$ cat config.mk
export PLATFORM = sky130hd
export DESIGN_NAME = adc_serial_rx
export DESIGN_NICKNAME = d
export VERILOG_FILES = /design/src/rtl/adc_serial_rx.sv
export SDC_FILE = /design/constraint.sdc
export NUM_CORES = 1
export LEC_CHECK = 0
export BUFFER_PORTS_ARGS = -buffer_cell sky130_fd_sc_hd__buf_2
export CORE_ASPECT_RATIO = 0.7
export CORE_MARGIN = 5
export CORE_UTILIZATION = 55
export DETAILED_ROUTE_END_ITERATION = 16
export PLACE_DENSITY = 0.77
export SETUP_SLACK_MARGIN = 0.1
export SYNTH_ARGS = -nofsm -noshare
export SYNTH_HDL_FRONTEND = slang
export SYNTH_SLANG_ARGS = --single-unit
$ cat constraint.sdc
create_clock -name clk -period 5.5 [get_ports clk]
set_clock_uncertainty 0.15 [all_clocks]
set_input_delay 0.825 -clock clk [delete_from_list [all_inputs] [get_ports clk]]
set_output_delay 0.825 -clock clk [all_outputs]
set_load 0.005 [all_outputs]
$ cat src/rtl/adc_serial_rx.sv
// adc_serial_rx
// Far-end receiver for the ADC controller's serial result link. It collects one
// MSB-first frame while data_mark is high, expects exactly N bits followed by a
// load_reg commit strobe within LD_TIMEOUT cycles, and hands the word to the
// consumer on a valid/ready port. Bad frames raise a one-cycle frame_err.
// A good frame that arrives while the output is still full raises a one-cycle
// overrun, and that word is dropped.

module adc_serial_rx #(
    parameter int N          = 8,
    parameter int LD_TIMEOUT = 4
) (
    input  logic         clk,
    input  logic         clr,
    input  logic         serial_in,
    input  logic         data_mark,
    input  logic         load_reg,
    output logic [N-1:0] dout,
    output logic         dout_valid,
    input  logic         dout_ready,
    output logic         frame_err,
    output logic         overrun,
    output logic [15:0]  word_cnt
);

    // Receiver states
    localparam logic [1:0] IDLE    = 2'd0;
    localparam logic [1:0] SHIFT   = 2'd1;
    localparam logic [1:0] WAIT_LD = 2'd2;
    localparam logic [1:0] DRAIN   = 2'd3;

    // bit_cnt must be able to hold N itself; timer covers LD_TIMEOUT up to 15
    localparam int               CNT_W     = $clog2(N + 1);
    localparam logic [CNT_W-1:0] BITS_FULL = CNT_W'(N);
    localparam logic [CNT_W-1:0] BITS_ONE  = CNT_W'(1);
    localparam logic [3:0]       TMO       = 4'(LD_TIMEOUT);

    logic [1:0]       state_q,    state_d;
    logic [N-1:0]     shift_q,    shift_d;
    logic [CNT_W-1:0] bit_cnt_q,  bit_cnt_d;
    logic [3:0]       timer_q,    timer_d;
    logic [N-1:0]     dout_q,     dout_d;
    logic             valid_q,    valid_d;
    logic             ferr_q,     ferr_d;
    logic             ovr_q,      ovr_d;
    logic [15:0]      word_cnt_q, word_cnt_d;

    // Raised for one cycle when a complete frame sees its load_reg strobe
    logic             commit;

    // Frame tracking: shift bits in, check length and the commit window
    always_comb begin
        state_d   = state_q;
        shift_d   = shift_q;
        bit_cnt_d = bit_cnt_q;
        timer_d   = timer_q;
        commit    = 1'b0;
        ferr_d    = 1'b0;

        case (state_q)
            IDLE: begin
                // A stray load_reg here has no frame behind it and is ignored
                if (data_mark) begin
                    shift_d   = {shift_q[N-2:0], serial_in};
                    bit_cnt_d = BITS_ONE;
                    state_d   = SHIFT;
                end
            end

            SHIFT: begin
                if (data_mark) begin
                    if (bit_cnt_q == BITS_FULL) begin
                        // One bit too many: discard and wait for the mark to drop
                        ferr_d  = 1'b1;
                        state_d = DRAIN;
                    end else begin
                        shift_d   = {shift_q[N-2:0], serial_in};
                        bit_cnt_d = bit_cnt_q + 1'b1;
                    end
                end else if (bit_cnt_q == BITS_FULL) begin
                    timer_d = '0;
                    if (load_reg) begin
                        // Strobe already present in the first low cycle
                        commit  = 1'b1;
                        state_d = IDLE;
                    end else begin
                        state_d = WAIT_LD;
                    end
                end else begin
                    // Mark dropped before N bits arrived
                    ferr_d  = 1'b1;
                    state_d = IDLE;
                end
            end

            WAIT_LD: begin
                if (load_reg) begin
                    commit  = 1'b1;
                    state_d = IDLE;
                end else if (data_mark) begin
                    // New frame started before the commit; its first bit is dropped
                    ferr_d  = 1'b1;
                    state_d = IDLE;
                end else if (timer_q + 4'd1 == TMO) begin
                    ferr_d  = 1'b1;
                    timer_d = timer_q + 4'd1;
                    state_d = IDLE;
                end else begin
                    timer_d = timer_q + 4'd1;
                end
            end

            DRAIN: begin
                if (!data_mark) begin
                    state_d = IDLE;
                end
            end

            default: begin
                state_d = IDLE;
            end
        endcase
    end

    // Output port: load on commit when there is room, otherwise flag overrun
    always_comb begin
        dout_d     = dout_q;
        valid_d    = valid_q;
        word_cnt_d = word_cnt_q;
        ovr_d      = 1'b0;

        if (commit) begin
            // A consumer taking the old word in this cycle frees the slot
            if (!valid_q || dout_ready) begin
                dout_d     = shift_q;
                valid_d    = 1'b1;
                word_cnt_d = word_cnt_q + 16'd1;
            end else begin
                ovr_d = 1'b1;
            end
        end else if (valid_q && dout_ready) begin
            valid_d = 1'b0;
        end
    end

    // State registers, all cleared by the asynchronous reset
    always_ff @(posedge clk or negedge clr) begin
        if (!clr) begin
            state_q    <= IDLE;
            shift_q    <= '0;
            bit_cnt_q  <= '0;
            timer_q    <= '0;
            dout_q     <= '0;
            valid_q    <= 1'b0;
            ferr_q     <= 1'b0;
            ovr_q      <= 1'b0;
            word_cnt_q <= '0;
        end else begin
            state_q    <= state_d;
            shift_q    <= shift_d;
            bit_cnt_q  <= bit_cnt_d;
            timer_q    <= timer_d;
            dout_q     <= dout_d;
            valid_q    <= valid_d;
            ferr_q     <= ferr_d;
            ovr_q      <= ovr_d;
            word_cnt_q <= word_cnt_d;
        end
    end

    assign dout       = dout_q;
    assign dout_valid = valid_q;
    assign frame_err  = ferr_q;
    assign overrun    = ovr_q;
    assign word_cnt   = word_cnt_q;

endmodule

* Yosys cells after proc, flatten, opt, wreduce, memory -nomap -nowiden
Index checks and enable logic that the tools add are counted.
** Cells by class
- Bitwise gates (word level) :: 0
- Eq/ne operators :: 16
- $add $sub $neg :: 3
- Shift operators :: 0
- Order comparisons :: 0
- $mul :: 0
- Divide/modulo/power cells :: 0
- Reductions and logical operators :: 12
- Mux-type cells :: 39
** Operator list (number)
- 4-bit 2-to-1 mux :: 7
- 8-bit 2-to-1 mux :: 3
- 2-bit 2-to-1 mux :: 9
- 16-bit by 1-bit adder with 16-bit output, second input constant :: 1
- 2-bit != test, second input constant :: 8
- 4-bit one-hot mux with 2 select lines :: 2
- 8-bit one-hot mux with 2 select lines :: 1
- 1-bit 2-to-1 mux :: 14
- 4-bit by 1-bit adder with 4-bit output, second input constant :: 2
- 2-bit one-hot mux with 4 select lines :: 1
- 4-bit AND reduction :: 2
- 2-bit nonzero test :: 3
- 5-bit AND reduction :: 1
- 2-bit == test, second input constant :: 2
- 4-bit by 3-bit == test with 1-bit output, second input constant :: 1
- 4-bit == test, second input constant :: 1
- 4-bit != test, second input constant :: 1
- 1-bit one-hot mux with 2 select lines :: 2
- 2-bit AND reduction :: 2
- 3-bit != test, second input constant :: 1
- 2-bit by 1-bit == test with 1-bit output, second input constant :: 1
- 2-bit zero test :: 1
- 2-bit by 1-bit != test with 1-bit output, second input constant :: 1
- 1-bit logical AND :: 1
- other kinds (2) :: 2
** Word-level totals
- RAM bits :: 0
- Logic and storage cells :: 79
- Input port bits :: 6
- Bits in read-only memories :: 0
- Output and inout port bits :: 27
- Memories :: 0
- Bits in registers :: 45
- Bits in latches :: 0

* Logic depth before layout (Yosys ltp)
- Depth in word-level cells :: 6
- Depth in mapped cells :: 8
- Depth with buffers taken out :: 7

* Least setup slack after synthesis
No wires, ideal clock.
- Kind :: input to register
- Start point :: input port load_reg
- End point :: register word_cnt_q[13] (netlist: word_cnt[13])
- Data arrival time :: 1898 ps
- Library setup time :: 79 ps
- Required time :: 5271 ps
- Stages on the path :: 5
- Setup slack :: 3373 ps
- Buffers on the path :: 2
- Path through :: buf_2 nand3_1 buf_2 nor4_1 xor2_1
** On the way
- Longest elaborated chain between the ends :: 5
** RTL lines
- from (decl) :: line 17 : input logic load_reg,
- 1-bit 2-to-1 mux * :: line 82, 97
- 1-bit 2-to-1 mux :: line 80 : end else if (bit_cnt_q == BITS_FULL) begin
- 1-bit 2-to-1 mux :: line 71 : if (data_mark) begin
- 1-bit one-hot mux with 2 select lines * :: line 60 : case (state_q)
- 2-bit AND reduction (no line) *
- to (signal assigned) :: line 167 : word_cnt_q <= word_cnt_d;
- to (decl) :: line 46 : logic [15:0] word_cnt_q, word_cnt_d;
Every way passes the cells marked *; elsewhere a longest branch is shown, timed or not.
A chain may end at the register's enable or synchronous reset.

* Worst setup path after layout
- Start point :: register state_q[1]
- End point :: register word_cnt_q[1] (netlist: word_cnt[1])
** On the way
- Longest elaborated chain between the ends :: 3
- Elaborated cells on any way between the ends :: 4
- Those cells by class :: eq/ne (2); mux (1); reduce/logical (1)
** RTL lines
- from (decl) :: line 38 : logic [1:0] state_q, state_d;
- from (signal assigned) :: line 159 : state_q <= state_d;
- 2-bit == test / 2-bit by 1-bit == test with 1-bit output (equally long branches) :: line 60
- 1-bit one-hot mux with 2 select lines * :: line 60
- 2-bit AND reduction (no line) *
Marks and branches as above.

==> impl_metrics.yaml <==
outcome:
  run_status: "complete, no violations"
pwr:
  vdd_ir_drop_max_uv: 286
  power_density_nw_per_um2: 450
  cellLeakagePower_nw: 1.27
sta:
  hold_viol_final: 0
  rsz0062_at_grt: "false"
  finalCriticalPeriod_ns: 2.71
  finalSetupViolCount: 0
  fmax_mhz: 369
  finalSetupTns_ns: 0
  drv_slew: 0
  timing.hold.ws_ns: 0.312
  fin_crit_sh_pct: 49.3
  max_slew_margin_pct: 35.4
  worstMarginPinSlew_ns: 0.969
floorplanning:
  dieArea_um2: 5470
  dieHeight_um: 63.4
  die_w_um: 86.3
  num_rows: 19
  start_util_pct: 57.1
  core_area_um2: 3920
  io_pins: 33
detailed_routing:
  wl_um: 4150
  drt_iter0_markers: 102
  vias: 1529
  via_per_inst: 5.50
  route.detailed.drc: 0
  first_pass_iters: 4
  ant_nets: 0
  routedWlPerCell_um: 14.9
grt:
  grt_overflow: 0
  antenna_found_initial: 0
  grt_pass1_wl_um: 7310
  grt_pass1_vias: 1515
  grt_usage_pct: 16.7
  grt_max_degree: 46
worst_setup_path:
  cp_top_family: "compound AO/OA/AOI/OAI gates"
  cp-start-kind: "flop"
  critical_path_required_ns: 5.52
  max_stage_delay_ns: 0.56
  path_cells: "inv_1, ha_1, inv_2, o31a_1, nor2_4, mux2_2"
  cp_data_arrival_time_ns: 2.73
  path_buf_inv: 2
  critical_path_class: "flop to flop"
  crit_fanout: 16
  end_kind: "flop"
  crit_slowest_cell: "o31a_1"
clock_network:
  worstSkewPairLatency_ns: 0.29
  ctsLongestPathBuffers: 2
  root_buffer: "clkbuf_8"
  cts.repair.resized: 0
  postCtsSetupBuffers: 0
  cts_tree: "yes"
  clock-sinks: 45
  cts-buffers-inserted: 5
  cts_hold_buf: 0
  cts.clk_slew.worst_paths_ns: 0.08
  htreeDepth: 2
place:
  dp_hpwl_um: 2950
  port_buffers: 32
  gp_congestion: 0.831
synthesis:
  synth_ff_type: "dfrtp_1"
  synth_top_area_share_pct: 50.3
  avgSynthCellArea_um2: 11.5
  synth.area.top_cells: "dfrtp_1 50%, mux2_2 8.5%, xor2_1 5.9%"
  syn_inst: 195
  ys_seq_elements: 45
  synth_edf_count: 0
  yosysTopAreaCell: "dfrtp_1"
  ys_seq_area_share_pct: 50.3
  ys_warn_count: 0
  synthArstFlopShare_pct: 100
  synth_cell_type_count: 40
  netlist_area_um2: 2240
  netlist_top_cells_count: "45 x dfrtp_1, 17 x mux2_2, 15 x xor2_1"
  yosysMostFrequentCell: "dfrtp_1"
  syn_nets: 210
final_layout:
  drive_above_1_share_pct: 27.0
  area_growth_pct: 11.8
  antenna_cells: 0
  final_nets: 241
run:
  drv_cap: 0
min_path:
  hold_path.class: "flop to flop"
[cell usage in the layout (no fill, tap or decap), types with 3 or more instances in the layout]
cell type,instances
xor2_1,15
nor4_1,5
clkbuf_8,6
nor3_1,7
buf_2,32
inv_1,6
a21oi_1,3
a22oi_1,4
nand2b_1,3
nand4_1,5
nand2_1,12
nand3_1,8
mux2i_1,3
dfrtp_1,45
o21ai_0,10
mux2_2,17
ha_1,9
nor2_1,7
[registers in the layout (all words and copies together), names as in the netlist]
register,count
bit_cnt_q,4
dout,8
dout_valid,1
frame_err,1
overrun,1
shift_q,8
state_q,2
timer_q,4
word_cnt,16
[stage by stage]
step	util (%)	power, mW	setup slack [ns]	instances	area [um^2]
2_1_floorplan	-	0.817	3.37	195	2240
3_3_place_gp	61.7	0.914	2.83	271	2420
3_5_place_dp	61.7	0.932	2.79	271	2420
4_1_cts	63.9	1.14	2.81	278	2500
5_1_grt	63.9	1.22	2.61	278	2500
6_report	63.9	1.13	2.79	278	2500
[routing by layer]
layer | track usage (%) | part of all wire [%] | wire length, um | up-vias
li1 | - | - | - | 769
met1 | 24.1 | 49 | 2040 | 726
met2 | 24.6 | 45 | 1870 | 27
met3 | 4.82 | 5.0 | 207 | 7
met4 | 4.67 | 0.92 | 38 | 0
met5 | 0 | 0 | 0 | -
[cell families after synthesis]
| family | share of synthesized area, % |
|---|---|
| AOI/OAI and AO/OA | 8.77 |
| xor gates and xnor gates | 5.86 |
| adders and majority gates | 5.03 |
| buffers and inverters | 3.29 |
| DFF | 50.3 |
| muxes | 9.88 |
| and+or+nand+nor | 16.9 |
[layout make-up]
cell class / count / area (um^2)
fill: 309 / 1420
sequential: 45 / 1130
multi-input combinational: 135 / 1040
timing repair buffer: 32 / 160
clock buffer: 7 / 86.3
tap: 52 / 65.1
inverter: 7 / 26.3
[path summary, 6_finish.rpt]
path,from,end,slack [ns],depth (start not counted)
worst max-delay path,state_q[1],word_cnt[1],2.79,6
worst min-delay path,word_cnt[15],word_cnt[15],0.31,1
worst max register to register,state_q[1],word_cnt[1],2.79,6
worst min register to register,word_cnt[15],word_cnt[15],0.31,1
max in group asynchronous,clr,word_cnt[3],4.06,1
min in group asynchronous,clr,shift_q[6],0.53,1
[power by group]
part           internal [mW]  switching [mW]  total [mW]
clock                 0.0998           0.104       0.204
combinational          0.191           0.221       0.412
sequential             0.434          0.0784       0.512
total                  0.725           0.403        1.13
(Power assumes the default switching activity.)
